`config.mk`:
```
export PLATFORM = sky130hd
export DESIGN_NAME = layer_seq_ctrl
export DESIGN_NICKNAME = d
export VERILOG_FILES = /design/src/rtl/layer_seq_ctrl.sv
export SDC_FILE = /design/constraint.sdc
export NUM_CORES = 1
export LEC_CHECK = 0
export ABC_AREA = 0
export CORE_ASPECT_RATIO = 1.1
export CORE_UTILIZATION = 45
export CTS_CLUSTER_DIAMETER = 100
export DETAILED_ROUTE_END_ITERATION = 10
export HOLD_SLACK_MARGIN = 0.1
export PLACE_DENSITY = 0.68
export SLEW_MARGIN = 20
export SYNTH_ARGS = -nofsm -noshare
export SYNTH_HDL_FRONTEND = slang
export SYNTH_SLANG_ARGS = --single-unit
```
`constraint.sdc`:
```
create_clock -name clk -period 8.1 [get_ports clk]
set_clock_uncertainty 0.2 [all_clocks]
set_input_delay 1.215 -clock clk [delete_from_list [all_inputs] [get_ports clk]]
set_output_delay 1.215 -clock clk [all_outputs]
set_load 0.01 [all_outputs]
```
`src/rtl/layer_seq_ctrl.sv`:
```
`timescale 1ns/1ps
// layer_seq_ctrl: sequences a host-programmed per-layer config table over N frames to the downstream controller.
// Latency: start -> ctrl_valid 1 cycle; ctrl_finish -> next ctrl_valid (or done) 1 cycle.
// Backpressure: ctrl_valid and the payload are held in ISSUE until ctrl_ready; abort drops the request at once.
//
// Ports:
//   clk, rst                  clock, async active-high reset
//   cfg_we/cfg_addr/cfg_wdata host table write (ignored while busy)
//   num_layers_i/num_frames_i run lengths, sampled on an accepted start
//   start, abort              run control pulses
//   busy, done, err           status (err is a sticky watchdog flag)
//   layer_idx, frame_cnt      current position in the run
//   ctrl_valid/ctrl_ready     request handshake to the downstream controller
//   ctrl_finish               downstream layer-complete pulse
//   *_o                       layer payload, combinational from the table entry at layer_idx
module layer_seq_ctrl #(
    parameter int MAX_LAYERS = 8,
    parameter int TIMEOUT    = 1048576
) (
    input  logic                          clk,
    input  logic                          rst,
    input  logic                          cfg_we,
    input  logic [$clog2(MAX_LAYERS)-1:0] cfg_addr,
    input  logic [25:0]                   cfg_wdata,
    input  logic [3:0]                    num_layers_i,
    input  logic [7:0]                    num_frames_i,
    input  logic                          start,
    input  logic                          abort,
    output logic                          busy,
    output logic                          done,
    output logic                          err,
    output logic [2:0]                    layer_idx,
    output logic [7:0]                    frame_cnt,
    output logic                          ctrl_valid,
    input  logic                          ctrl_ready,
    input  logic                          ctrl_finish,
    output logic [7:0]                    w_num_o,
    output logic [7:0]                    h_num_o,
    output logic [7:0]                    c_num_o,
    output logic                          kernel_mode_o,
    output logic                          bit_mode_o,
    output logic                          is_diff_o,
    output logic                          is_first_o
);

    localparam int AW  = $clog2(MAX_LAYERS);
    localparam int WDW = $clog2(TIMEOUT);
    // Timeout fires when the incremented watchdog would reach TIMEOUT-1.
    localparam logic [WDW-1:0] WD_LAST   = WDW'(TIMEOUT - 2);
    localparam logic [3:0]     LAYER_MAX = 4'(MAX_LAYERS);

    typedef enum logic [1:0] {
        S_IDLE  = 2'd0,
        S_ISSUE = 2'd1,
        S_WAIT  = 2'd2,
        S_DONE  = 2'd3
    } state_t;

    state_t          r_state;
    logic            r_ctrl_valid;
    logic            r_done;
    logic            r_err;
    logic [2:0]      r_layer_idx;
    logic [7:0]      r_frame_cnt;
    logic [3:0]      r_num_layers;
    logic [7:0]      r_num_frames;
    logic [WDW-1:0]  r_wd;
    logic [25:0]     r_table [MAX_LAYERS];

    logic [3:0]      w_layers_clamped;
    logic [AW-1:0]   w_rd_addr;
    logic [25:0]     w_entry;
    logic            w_more_layers;
    logic            w_more_frames;

    assign w_layers_clamped = (num_layers_i > LAYER_MAX) ? LAYER_MAX : num_layers_i;
    assign w_more_layers    = ({1'b0, r_layer_idx} + 4'd1) < r_num_layers;
    assign w_more_frames    = ({1'b0, r_frame_cnt} + 9'd1) < {1'b0, r_num_frames};

    // Table has no reset; host loads it before the first run.
    always_ff @(posedge clk) begin
        if (cfg_we && (r_state == S_IDLE)) begin
            r_table[cfg_addr] <= cfg_wdata;
        end
    end

    always_ff @(posedge clk or posedge rst) begin
        if (rst) begin
            r_state      <= S_IDLE;
            r_ctrl_valid <= 1'b0;
            r_done       <= 1'b0;
            r_err        <= 1'b0;
            r_layer_idx  <= 3'd0;
            r_frame_cnt  <= 8'd0;
            r_num_layers <= 4'd0;
            r_num_frames <= 8'd0;
            r_wd         <= '0;
        end else begin
            r_done <= 1'b0;
            if (abort && (r_state != S_IDLE)) begin
                // Abort beats a same-cycle handshake or finish; err is left alone.
                r_state      <= S_IDLE;
                r_ctrl_valid <= 1'b0;
            end else begin
                case (r_state)
                    S_IDLE: begin
                        if (start && !abort) begin
                            if ((num_layers_i != 4'd0) && (num_frames_i != 8'd0)) begin
                                r_num_layers <= w_layers_clamped;
                                r_num_frames <= num_frames_i;
                                r_layer_idx  <= 3'd0;
                                r_frame_cnt  <= 8'd0;
                                r_err        <= 1'b0;
                                r_ctrl_valid <= 1'b1;
                                r_state      <= S_ISSUE;
                            end else begin
                                r_done  <= 1'b1;
                                r_state <= S_DONE;
                            end
                        end
                    end
                    S_ISSUE: begin
                        if (ctrl_ready) begin
                            r_ctrl_valid <= 1'b0;
                            r_wd         <= '0;
                            r_state      <= S_WAIT;
                        end
                    end
                    S_WAIT: begin
                        if (ctrl_finish) begin
                            if (w_more_layers) begin
                                r_layer_idx  <= r_layer_idx + 3'd1;
                                r_ctrl_valid <= 1'b1;
                                r_state      <= S_ISSUE;
                            end else if (w_more_frames) begin
                                r_layer_idx  <= 3'd0;
                                r_frame_cnt  <= r_frame_cnt + 8'd1;
                                r_ctrl_valid <= 1'b1;
                                r_state      <= S_ISSUE;
                            end else begin
                                r_done  <= 1'b1;
                                r_state <= S_DONE;
                            end
                        end else if (r_wd >= WD_LAST) begin
                            r_err   <= 1'b1;
                            r_state <= S_IDLE;
                        end else if (r_wd != '1) begin
                            r_wd <= r_wd + 1'b1;
                        end
                    end
                    default: begin
                        r_state <= S_IDLE;
                    end
                endcase
            end
        end
    end

    assign w_rd_addr     = AW'(r_layer_idx);
    assign w_entry       = r_table[w_rd_addr];

    assign busy          = (r_state != S_IDLE);
    assign done          = r_done;
    assign err           = r_err;
    assign layer_idx     = r_layer_idx;
    assign frame_cnt     = r_frame_cnt;
    assign ctrl_valid    = r_ctrl_valid;
    assign w_num_o       = w_entry[25:18];
    assign h_num_o       = w_entry[17:10];
    assign c_num_o       = w_entry[9:2];
    assign kernel_mode_o = w_entry[1];
    assign bit_mode_o    = w_entry[0];
    assign is_first_o    = (r_layer_idx == 3'd0);
    assign is_diff_o     = (r_frame_cnt != 8'd0);

endmodule

```
==> flow_summary.json <==
{
  "p_switching_mw": 1.17,
  "finalSetupViolations": 0,
  "slew_viol_final": 0,
  "hpwlAfterDp_um": 13200,
  "drive_above_1_share": 0.194,
  "fin_area_um2": 13200,
  "grt_use_total": 0.181,
  "cp.required_ns": 6.68,
  "synth_top_cell_by_area": "edfxtp_1",
  "arrival_ns": 3.07,
  "top_level_ports": 91,
  "nNetsFinal": 837,
  "ys_ff_latch": 256,
  "num_antenna_cells": 0,
  "synth.top_cell.area_share": 0.568,
  "cap_violations": 0,
  "numCtsBuffers": 27,
  "yosysSeqAreaShare": 0.677,
  "die_w_um": 151,
  "antenna_left": 0,
  "num_vias": 6215,
  "p_int_mw": 2.87,
  "yosysUniqueCellTypes": 63,
  "via_per_inst": 5.68,
  "hold_class": "reg2reg",
  "r2r_end": "frame_cnt[2]",
  "clk_pin_slew_ns": 0.06,
  "period_share": 0.554,
  "port_buffers": 90,
  "fmax_mhz": 223,
  "grt_overflow": 0,
  "critPathMaxFanout": 34,
  "num_rows": 59,
  "ys_top_cells_by_area": "edfxtp_1 57%, dfrtp_1 11%, mux4_2 11%, mux2_2 2.8%, ha_1 2.3%",
  "async_reset_ff_frac": 0.188,
  "cts_tree": "done",
  "min_to": "r_wd[19]",
  "clock-sinks": 256,
  "worst_slew_margin_rel": 0.315,
  "p_comb_frac": 0.288,
  "htreeDepth": 1,
  "worst_setup_path_end_kind": "primary output",
  "fp.dieH_um": 166,
  "clkPwrFrac": 0.309,
  "startpoint_type": "flop",
  "dr.pass1.iters": 4,
  "grt_pass1_vias": 6413,
  "hold_violations": 0,
  "rrSetupSlack_ns": 4.25,
  "crit_start": "layer_idx[1]",
  "wl_per_cell_um": 20.2,
  "post_cts_buffers": 0,
  "cts_resized": 0,
  "die_area_um2": 25100,
  "mostFrequentLayoutCell": "edfxtp_1",
  "tightest_slew_ns": 1.02,
  "synth_ff_type": "edfxtp_1",
  "crit_type": "reg2out",
  "status": "completed",
  "cellLeakagePower_nw": 4.44,
  "mostFrequentLayoutCells": "208 x edfxtp_1, 90 x clkdlybuf4s50_1, 52 x mux4_2",
  "syn_avg_cell_area_um2": 16.3,
  "syn_inst": 673,
  "clkLatencyLatePin_ns": 0.54,
  "drc": 0,
  "syn-num-nets": 741,
  "synth_area_um2": 11000,
  "grt_max_degree": 55,
  "grt_first_pass_wirelength_um": 34900,
  "core_um2": 23800,
  "seqPwrFrac": 0.403,
  "power.density_nw_per_um2": 307,
  "initialDrtViolationCount": 241,
  "areaGrowthSynthToFinish_pct": 19.8,
  "wl_um": 22100,
  "r2r_start": "layer_idx[1]",
  "ys_warn_count": 0,
  "netSwitchingFraction": 0.289,
  "root_buffer": "clkbuf_16",
  "vdd_drop_max_uv": 215,
  "placed_cell_area_um2": 12300,
  "clockBufferDepth": 3,
  "rsz0062_at_grt": "no",
  "min_period_ns": 4.49,
  "tns_ns": 0,
  "reg2reg_depth": 9,
  "antenna_found_initial": 0,
  "ctsHoldBuffers": 0,
  "synth_edf_count": 208,
  "min_from": "r_wd[19]",
  "globalplace.congestion": 0.840,
  "initial_core_util": 0.461,
  "min_path_cells": 1
}
## power by group through the flow
stage	registers, mW	clock network [mW]	logic [mW]
after floorplan	1.59	0	0.778
after global placement	1.65	0	1.16
after detailed placement	1.66	0	1.18
after CTS	1.63	1.27	1.19
after global routing	1.64	1.32	1.27
final	1.63	1.25	1.17
## per-stage QoR
step                instances  worst slack, ns  power [mW]  hold slack [ns]  utilization
floorplan                 673             4.25        2.36            0.240            -
global placement         1045             3.98        2.81            0.277        0.514
detailed placement       1045             3.93        2.83            0.285        0.514
CTS                      1095             3.35        4.09            0.311        0.552
global route             1095             3.47        4.24            0.346        0.552
finish                   1095             3.61        4.04            0.311        0.552
## kinds of logic (layout without fill, tap and decap cells)
kind of cell               after synthesis  in the layout  synth area share
and+or+nand+nor                        155            155            0.0768
buffers and inverters                   61            178            0.0225
AOI/OAI and AO/OA                       95             95            0.0605
xor gates and xnor gates                 4              4           0.00319
adders and majority gates               20             20            0.0228
muxes                                   82             82             0.137
DFF                                    256            256             0.677
## flip-flops by register name, indices dropped and copies added (netlist names)
signal and flops:
r_wd 20, r_num_layers 4, r_num_frames 8, err 1, layer_idx 3, r_state 2, r_table 208, ctrl_valid 1
done 1, frame_cnt 8
## cells in the mapped netlist, types with 3 or more instances
| cell | count |
|---|---|
| edfxtp_1 | 208 |
| mux4_2 | 52 |
| dfrtp_1 | 48 |
| nand2_1 | 41 |
| inv_1 | 31 |
| mux2_2 | 27 |
| o21ai_0 | 27 |
| a21oi_1 | 20 |
| ha_1 | 20 |
| nand3_1 | 19 |
| nor2_1 | 18 |
| clkbuf_1 | 17 |
| or3_1 | 12 |
| nor3_1 | 11 |
| buf_2 | 9 |
| o31ai_1 | 9 |
| or4_1 | 9 |
| and3_1 | 8 |
| nand2b_1 | 7 |
| o211ai_1 | 6 |
| nand3b_1 | 5 |
| nand4_1 | 5 |
| a21o_1 | 4 |
| and2_1 | 3 |
| mux2i_1 | 3 |
| nor4_1 | 3 |
| xor2_1 | 3 |
## final cells by class
type | instances | area, µm²
inverter | 31 | 116
sequential | 256 | 7450
fill | 1870 | 10700
timing repair buffer | 97 | 957
clock inverter | 22 | 228
tap | 305 | 382
multi-input combinational | 356 | 3360
clock buffer | 28 | 679
## per-layer routing
metal | share of wire | track usage | up-vias
li1 | - | - | 2854
met4 | 0.026 | 0.0530 | 0
met2 | 0.49 | 0.300 | 181
met1 | 0.42 | 0.237 | 3141
met5 | 0 | 0 | -
met3 | 0.067 | 0.0434 | 39
## how the worst max path moves through the flow
stage                     slack [ns]  cells past startpoint            end
after global placement          3.98                      4     w_num_o[2]
after CTS                       3.35                      4     h_num_o[4]
after global routing            3.47                      4     h_num_o[4]
final                           3.61                      4     h_num_o[4]
after detailed placement        3.93                      4     h_num_o[4]
after floorplan                 4.25                      2  r_table[4][0]
## critical path: stages, from the launching register on
cell and delay [ns]:
dfrtp_2 0.78, buf_4 0.53, mux4_2 0.38, mux2_2 0.28, clkdlybuf4s50_1 0.54
Power figures use the tool's default switching activity.
